### config.mk
export PLATFORM = sky130hd
export DESIGN_NAME = addsub_cnt
export DESIGN_NICKNAME = d
export VERILOG_FILES = /design/src/rtl/addsub_cnt.sv
export SDC_FILE = /design/constraint.sdc
export NUM_CORES = 1
export LEC_CHECK = 0
export CAP_MARGIN = 25
export CORE_ASPECT_RATIO = 0.5
export CORE_MARGIN = 2
export CORE_UTILIZATION = 54
export CTS_CLUSTER_DIAMETER = 200
export DETAILED_ROUTE_END_ITERATION = 10
export GPL_TIMING_DRIVEN = 0
export HOLD_SLACK_MARGIN = 0.08
export PLACE_DENSITY = 0.82
export SLEW_MARGIN = 20
export SYNTH_ARGS = -nofsm -noshare
export SYNTH_HDL_FRONTEND = slang
export SYNTH_SLANG_ARGS = --single-unit
### constraint.sdc
create_clock -name CLK -period 5.2 [get_ports CLK]
set_clock_uncertainty 0.1 [all_clocks]
set_input_delay 0.52 -clock CLK [delete_from_list [all_inputs] [get_ports CLK]]
set_output_delay 0.52 -clock CLK [all_outputs]
set_load 0.01 [all_outputs]
### src/rtl/addsub_cnt.sv
// Bounded up/down counter with parallel load, wrap/saturate at LO/HI and a boundary-event pulse.
// Define ADDSUB_CNT_STEP_EN to add the STEP port; otherwise the step size is fixed at 1.
module addsub_cnt #(
    parameter int               WIDTH   = 16,
    parameter logic [WIDTH-1:0] RST_VAL = '0
) (
    input  logic             CLK,
    input  logic             RST,
    input  logic             EN,
    input  logic             UP,
    input  logic             LOAD,
    input  logic [WIDTH-1:0] DATA,
    input  logic [WIDTH-1:0] LO,
    input  logic [WIDTH-1:0] HI,
    input  logic             WRAP,
`ifdef ADDSUB_CNT_STEP_EN
    input  logic [WIDTH-1:0] STEP,
`endif
    output logic [WIDTH-1:0] OUTPUT,
    output logic             AT_LO,
    output logic             AT_HI,
    output logic             EVT
);

    logic [WIDTH-1:0] step;
    logic [WIDTH-1:0] q_p1;
    logic             evt_p1;
    logic [WIDTH:0]   nxt;

`ifdef ADDSUB_CNT_STEP_EN
    assign step = STEP;
`else
    assign step = WIDTH'(1);
`endif

    // Returns {event, next count}. Compares are widened by one bit so Q+S and LO+S never overflow.
    function automatic logic [WIDTH:0] bound_step(
        input logic [WIDTH-1:0] q,
        input logic [WIDTH-1:0] lo,
        input logic [WIDTH-1:0] hi,
        input logic [WIDTH-1:0] s,
        input logic             up,
        input logic             wrap
    );
        logic [WIDTH:0] qx;
        logic [WIDTH:0] sx;
        logic [WIDTH:0] lox;
        logic [WIDTH:0] hix;
        qx  = {1'b0, q};
        sx  = {1'b0, s};
        lox = {1'b0, lo};
        hix = {1'b0, hi};
        if ((lo > hi) || (s == '0)) begin
            bound_step = {1'b0, q};
        end else if (up) begin
            if (qx + sx > hix) bound_step = {1'b1, (wrap ? lo : hi)};
            else               bound_step = {1'b0, q + s};
        end else begin
            if (qx < lox + sx) bound_step = {1'b1, (wrap ? hi : lo)};
            else               bound_step = {1'b0, q - s};
        end
    endfunction

    assign nxt = bound_step(q_p1, LO, HI, step, UP, WRAP);

    // Stage 1: registered count and event pulse
    always_ff @(posedge CLK) begin
        if (RST) begin
            q_p1   <= RST_VAL;
            evt_p1 <= 1'b0;
        end else if (LOAD) begin
            q_p1   <= DATA;
            evt_p1 <= 1'b0;
        end else if (EN) begin
            q_p1   <= nxt[WIDTH-1:0];
            evt_p1 <= nxt[WIDTH];
        end else begin
            evt_p1 <= 1'b0;
        end
    end

    assign OUTPUT = q_p1;
    assign EVT    = evt_p1;
    assign AT_LO  = (q_p1 == LO);
    assign AT_HI  = (q_p1 == HI);

endmodule

==> summary by stage, run 1 <==
Clock tree
The TritonCTS clock tree is yes. In this run the deepest clock path goes through 2 buffers. The tree built by TritonCTS fans out to 17 sinks. The H-tree level count is 1. Clock latency on the worst-skew pair, taken at its later pin, is 0.26 ns. The clock root buffer is clkbuf_16. After clock tree synthesis, the clock-pin slew on the worst setup and hold paths is 0.06 ns. Counting the buffers created by CTS gives 3.

Synthesis
After synthesis, the mean cell area works out to 7.505 µm². The area share of the largest cell type after synthesis is 0.1657. The number of different library cells used by synthesis comes to 54. The cell count after synthesis came out at 513. For this run, the number of Yosys warnings is 0.

The netlist area before placement is 0.003850 mm². Yosys mapped a number of flops with a built-in enable equal to 0. Synthesis produced a netlist with a net count of 618. After synthesis, the cell types taking the most area are ha_1, xnor2_1, dfxtp_1. The share of the Yosys chip area taken by registers is 0.08840. Among all flip-flop cells after synthesis, the most frequent one is dfxtp_1.

The synthesized design contains 17 register bits. Of all flip-flops after synthesis, the portion carrying an async set or reset was 0. Of all cell types, the one taking the most synthesized area is ha_1.

Place
The global placement routability congestion is 0.9661. The wire-length estimate of the detail-placed layout is 10.95 mm. OpenSTA, run right after detailed placement, puts the worst setup slack at 0.2692 ns. The port buffer count is 71. After detailed placement, the design holds a cell count of 676.

Drt
The mean number of vias per cell is 6.284. The number of search-and-repair iterations in the first detailed-routing pass is 5. The number of DRC violations after detailed-routing iteration 0 is 451. The number of nets with antenna violations after detailed routing is 0. Summing over every cut layer, the via total after detailed routing is 4273. The average wire length per cell after detail routing is 19.89 µm. The number of remaining DRC errors is 0. The wire length reported by the detailed router is 13.52 mm.

Power
The analysis attributes to net switching a power of 335.4 µW. Of the total power, the share spent switching nets is 0.4243. For this design the static power due to leakage is 2.014 nW. The internal portion of the total power is 455.1 µW.

The clock group share of total power is 0.210. The worst IR drop on VDD is 0.1330 mV. The sequential fraction of design power is 0.195. The power density over cell area is 165.7 mW/mm².

The portion of total power attributed to combinational logic is 0.595.

Floorplanning
The vertical die dimension is 63.71 µm. For this configuration, the core starts out at a cell density of 0.5679. The count of standard-cell rows is 21. The core region is 0.006779 mm². From left edge to right edge, the die measures 123.4 µm. The die covers 0.007862 mm². The count of pins on the block boundary is 73.

Global route
Global routing finished with a remaining overflow of 0. For met1 alone, demand over resource in global routing was 0.5332. The most used routing layer is met1. Across every metal layer, demand over resource in global routing totals 0.3527. In the global route stage, met2 resource usage came out at 0.5027.

The met3 layer usage reported by global route is 0.09783. The number of global-route vias before repair is 3945. Entering global routing, the biggest net connects 11 pins.

The first-pass GRT wire length is 21.21 mm. The initial antenna violation count is 0.

Timing
The post-route fraction of the period consumed by the critical path is 0.9124. Setup violations remaining at the end of the flow were counted as 0. The timing-limited maximum frequency is 210.8 MHz. Hold timing on the final database bottoms out at a slack of 0.6552 ns.

The clock period minus final worst setup slack is 4.744 ns. For the pin with the worst max-slew slack, the measured transition is 0.7902 ns. Setup repair after global routing left no endpoint under its margin. Setup total negative slack on the finished layout was measured at 0 ns. The final-report hold violation count came to 0. The worst max-slew margin expressed relative to the limit is 0.4703. Setup slack on the critical path of the routed design comes to 0.4556 ns.

The count of final max-slew check failures is 0.

Min path
In this run the worst hold path is classified as register to register.

Final layout
The number of cells in the finished layout apart from fillers is 680. 0 antenna diodes ended up in the layout. The area added between synthesis and finish is 23.89%. The proportion of layout cells with a drive suffix above 1 is 0.05952. The filler cells instantiated in the layout total 578. After the last flow step, the layout net total stands at 694.

Critical path
Among all stages on the critical path, the largest delay is contributed by dfxtp_1. The element type at the critical path start is a register. The critical path's largest stage delay is 0.56 ns.

The signal on the critical path passes through ha_1 > inv_1 > or3_1 > buf_2 > nor2_1 > xor2_1 > ha_1 > nand3_1 > nor3_1 > and3_1 > nor3b_2 > clkbuf_1 > o221ai_1 > o21ai_0 > a2bb2oi_1 > o221ai_1. The required time at the endpoint of the critical path is 5.19 ns. The critical path class is register to register. The arrival time at the worst endpoint is 4.73 ns. Along the worst path, the maximum fanout reaches 10. The worst setup path is captured at a register.

Broken down by cell family, the worst path's largest delay share belongs to simple AND/OR/NAND/NOR gates. The critical path buffer and inverter count is 3.

Run status
The flow ran to the end, and the final reports show no timing, DRC or antenna violations.

Run
The max-cap violation count is 0.
==> tightest hold or removal path, cell delays in order (launching register included) <==
cell and delay (ns):
dfxtp_1 0.35, buf_2 0.21, a221o_1 0.17
==> stage by stage <==
| stage | cell area (µm²) | power, mW | utilization |
|---|---|---|---|
| floorplan | 3850 | 0.4441 | - |
| global placement | 4676 | 0.6021 | 0.6897 |
| detailed placement | 4681 | 0.6092 | 0.6905 |
| CTS | 4760 | 0.7773 | 0.7021 |
| global route | 4770 | 0.8376 | 0.7036 |
| finish | 4770 | 0.7905 | 0.7036 |
==> power by group through the flow <==
stage,Combinational (mW),Clock (mW),Sequential (mW)
2_1_floorplan,0.286,0,0.159
6_report,0.471,0.166,0.154
3_3_place_gp,0.446,0,0.156
3_5_place_dp,0.453,0,0.156
4_1_cts,0.456,0.167,0.154
5_1_grt,0.510,0.172,0.155
==> registers in the layout, summed over array words and instances, names as in the netlist <==
signal	flops
OUTPUT	16
EVT	1
==> cell type report <==
class,instances,area (µm²),share of cell area
repair buffers,71,710.7,0.1490
plain buffers,41,215.2,0.04512
inverters,26,97.59,0.02046
flip-flops and latches,17,340.3,0.07135
clock buffers,4,78.83,0.01653
well taps,92,115.1,0.02413
multi-input cells,429,3212,0.6734
==> what timing repair did <==
action / CTS / global route
endpoints found under the hold margin: 0 / 0
setup endpoints to repair: 0 / 6
hold buffers: 0 / 0
setup buffers: 0 / 0
gates resized for setup: 0 / 2
==> cells in the mapped netlist, types with 12 or more instances <==
library cell / count
nand2_1: 53
ha_1: 51
xnor2_1: 47
a21oi_1: 28
inv_1: 26
xor2_1: 24
o21ai_0: 23
nor2_1: 22
nand3_1: 20
clkbuf_1: 18
mux2i_1: 18
dfxtp_1: 17
o221ai_1: 16
buf_2: 13
nand4_1: 13
and2_1: 12
==> kinds of logic (layout without fill, tap and decap cells) <==
group | after synthesis | count (layout) | share of synthesized area
adder cells (fa/ha/maj) | 51 | 51 | 0.1657
AND/OR/NAND/NOR | 164 | 164 | 0.2168
multiplexers | 19 | 19 | 0.04972
AO/OA/AOI/OAI | 124 | 124 | 0.2366
flip-flops | 17 | 17 | 0.08840
buffers and inverters | 67 | 142 | 0.08125
XOR/XNOR | 71 | 71 | 0.1615
==> final timing paths <==
| kind | start | end | slack (ns) | cells after the start |
|---|---|---|---|---|
| worst min register to register | OUTPUT[5] | OUTPUT[5] | 0.66 | 2 |
| worst max register to register | OUTPUT[0] | OUTPUT[14] | 0.46 | 16 |
| worst min-delay path | OUTPUT[5] | OUTPUT[5] | 0.66 | 2 |
| worst max-delay path | OUTPUT[0] | OUTPUT[14] | 0.46 | 16 |
==> placed cells by master (no fill, tap or decap), drive strengths merged, types with 10 or more instances in the layout <==
cell and n:
a21oi 28, a221o 10, and2 12, buf 23, clkbuf 22, clkdlybuf4s50 71
dfxtp 17, ha 51, inv 26, mux2i 18, nand2 53, nand3 21
nand4 13, nor2 22, o21ai 24, o221ai 16, o2bb2ai 10, xnor2 47
xor2 24
==> layer usage <==
layer,vias to the layer above,share of wire
li1,2026,-
met1,1992,0.47
met2,243,0.40
met3,12,0.12
met4,0,0.0088
met5,-,0
No activity file was read; power rests on OpenSTA's default activity.
==> inputs of run 2 (changes only) <==
--- a/config.mk
+++ b/config.mk
@@ -14,6 +14,7 @@
 export GPL_TIMING_DRIVEN = 0
 export HOLD_SLACK_MARGIN = 0.08
 export PLACE_DENSITY = 0.82
+export SKIP_CTS_REPAIR_TIMING = 1
 export SLEW_MARGIN = 20
 export SYNTH_ARGS = -nofsm -noshare
 export SYNTH_HDL_FRONTEND = slang
==> results of run 2 <==
Final layout, timing and power as in run 1 (identical DEF).
==> inputs of run 3 (changes only) <==
--- a/config.mk
+++ b/config.mk
@@ -14,6 +14,7 @@
 export GPL_TIMING_DRIVEN = 0
 export HOLD_SLACK_MARGIN = 0.08
 export PLACE_DENSITY = 0.82
+export RECOVER_POWER = 25
 export SKIP_CTS_REPAIR_TIMING = 1
 export SLEW_MARGIN = 20
 export SYNTH_ARGS = -nofsm -noshare
==> summary by stage, run 3 (synthesis gave the netlist of run 1 again) <==
Final layout
The most common cell after layout, fill and taps aside is clkdlybuf4s50_1. The area added between synthesis and finish was 23.89% (unchanged). The number of nets in the layout is 694 (unchanged). The proportion of layout cells with a drive suffix above 1 is 0.05952 (unchanged). Leaving out fill and tap cells, the most frequent cells in the layout are clkdlybuf4s50_1, nand2_1, ha_1. The flip-flop count of the largest register, all copies and words added was 16 (unchanged). The antenna diode count is 0 (unchanged).

Place
The global placement routability congestion is 0.9661 (unchanged). The sum of net half-perimeters after detailed placement is 10.95 mm (unchanged). The port buffer count is 71 (unchanged).

Power
The worst IR drop on VDD was 0.1332 mV (+0.16%). The power density over cell area is 165.7 mW/mm² (about the same). The total power is 790.4 µW (about the same). The total leakage power was 2.037 nW (+1.1%).

Timing
The worst max-slew margin expressed relative to the limit is 0.4618 (-0.008548). The timing-limited maximum frequency is 208.9 MHz (-0.90%). The clock period minus final worst setup slack is 4.788 ns (+0.04318 ns). The setup total negative slack is 0 ns (unchanged). Setup repair after global routing left no endpoint under its margin. The count of final max-slew check failures is 0 (unchanged). The post-route fraction of the period consumed by the critical path came to 0.9207 (+0.008304).

The actual slew at the worst max-slew pin is 0.8000 ns (+0.009751 ns). The setup-violating endpoint count in the final report came to 0 (unchanged). The final-report hold violation count is 0 (unchanged). The smallest hold slack is 0.6496 ns (-0.005519 ns).

Critical path
The master of the slowest instance on the critical path is dfxtp_1. Walking the worst path, the cells encountered are ha_1 > inv_1 > or3_1 > buf_2 > nor2_1 > xor2_1 > ha_1 > nand3_1 > nor3_1 > and3_1 > nor3b_2 > clkbuf_1 > o221ai_1 > o21ai_0 > a2bb2oi_1 > o221ai_1. The kind of cell adding the most delay to the critical path is simple AND/OR/NAND/NOR gates. The startpoint identified for the worst register-to-register timing path is OUTPUT[0]. The startpoint of the most critical setup path is OUTPUT[0]. The critical path endpoint category is a register.

The largest fanout of any net on the critical path was 10 (unchanged). The critical path's largest stage delay is 0.56 ns (about the same). The critical path buffer and inverter count is 3 (unchanged).

STA classifies the critical path startpoint as a register. The required time at the endpoint of the critical path is 5.18 ns (about the same). The arrival time at the worst endpoint is 4.77 ns (+0.04 ns).

The setup path with the least slack is of type register to register.

Drt
The wire length reported by the detailed router is 13.56 mm (+0.30%). The number of remaining DRC errors is 0 (unchanged). The via count is 4268 (-0.12%).

The number of search-and-repair iterations in the first detailed-routing pass came to 5 (unchanged). The number of DRC violations after detailed-routing iteration 0 is 452 (+0.22%). The average wire length per cell after detail routing is 19.95 µm (+0.30%). The mean number of vias per cell is 6.276 (-0.12%). The number of nets with antenna violations after detailed routing was 0 (unchanged).

Floorplanning
The starting density of the core came to 0.5679 (unchanged). The count of standard-cell rows is 21 (unchanged). The chip width is 123.4 µm (unchanged). The count of pins on the block boundary is 73 (unchanged). The floorplan die area is 0.007862 mm² (unchanged). The core outline area is 0.006779 mm² (unchanged). The vertical die dimension came to 63.71 µm (unchanged).

Clock tree
The sink count of the clock tree is 17 (unchanged). The number of CTS-inserted buffers is 3 (unchanged). The TritonCTS clock tree is yes.

The H-tree level count was 1 (unchanged). The clock latency at the later pin of the worst-skew pair came to 0.26 ns (about the same). The clock root buffer is clkbuf_16. The clock transition at the registers of the reported paths was 0.06 ns (about the same). The maximum root-to-sink buffer count was 2 (unchanged).

Global route
The initial antenna violation count is 0 (unchanged). The remaining global-route overflow was 0 (unchanged). The number of global-route vias before repair is 3945 (unchanged). The pin count of the biggest net entering global routing came to 11 (unchanged). The total track usage was 0.3527 (unchanged).

The first-pass GRT wire length is 21.21 mm (unchanged).

Min path
The path class of the lowest-slack min-delay path is register to register. In this run the most critical hold path is launched from OUTPUT[5].

Run status
The flow ran to the end, and the final reports show no timing, DRC or antenna violations.

Run
The max-cap violation count is 0 (unchanged).
## run 3: cell types whose count changed in the layout (fill, tap and decap cells not counted), sizes merged
| cell | previous run | this run |
|---|---|---|
| dlygate4sd3 | 0 | 9 |
| clkdlybuf4s50 | 71 | 62 |
## run 3: final cells by class
class	instances	area [µm²]
multi-input combinational	429	3212
fill	578	2009
timing repair buffer	71	710.7
sequential	17	340.3
buffer	41	215.2
tap	92	115.1
inverter	26	97.59
clock buffer	4	78.83
## run 3: metal layers
metal  up-vias  part of all wire  global-route usage  wire, µm
met5         -                 0                   0         0
met4         0            0.0090             0.03835       122
met3        13              0.11             0.09783      1540
met2       232              0.40              0.5027      5447
met1      1998              0.48              0.5332      6453
li1       2025                 -                   -         -
## run 3: path summary, 6_finish.rpt
path | to | slack [ns] | cells past startpoint
hold reg to reg | OUTPUT[5] | 0.65 | 2
setup reg to reg | OUTPUT[14] | 0.41 | 16
setup / recovery | OUTPUT[14] | 0.41 | 16
hold / removal | OUTPUT[5] | 0.65 | 2
## run 3: tightest hold or removal path: stages, from the launching register on
cell     delay [ns]
dfxtp_1        0.34
buf_2          0.21
a221o_1        0.17
## run 3: power by group
group / total [mW] / leakage (nW) / switching, mW / internal (mW)
Sequential: 0.154 / 0.141 / 0.0124 / 0.141
Clock: 0.167 / 0.0382 / 0.0622 / 0.105
Combinational: 0.470 / 1.86 / 0.263 / 0.207
## run 3: per-stage QoR
step	setup slack, ns	area, µm²	util	std cells
CTS	0.2324	4760	0.7021	680
floorplan	1.386	3850	-	513
global placement	0.3101	4676	0.6897	676
finish	0.4124	4770	0.7036	680
global route	0.1541	4770	0.7036	680
detailed placement	0.2692	4681	0.6905	676
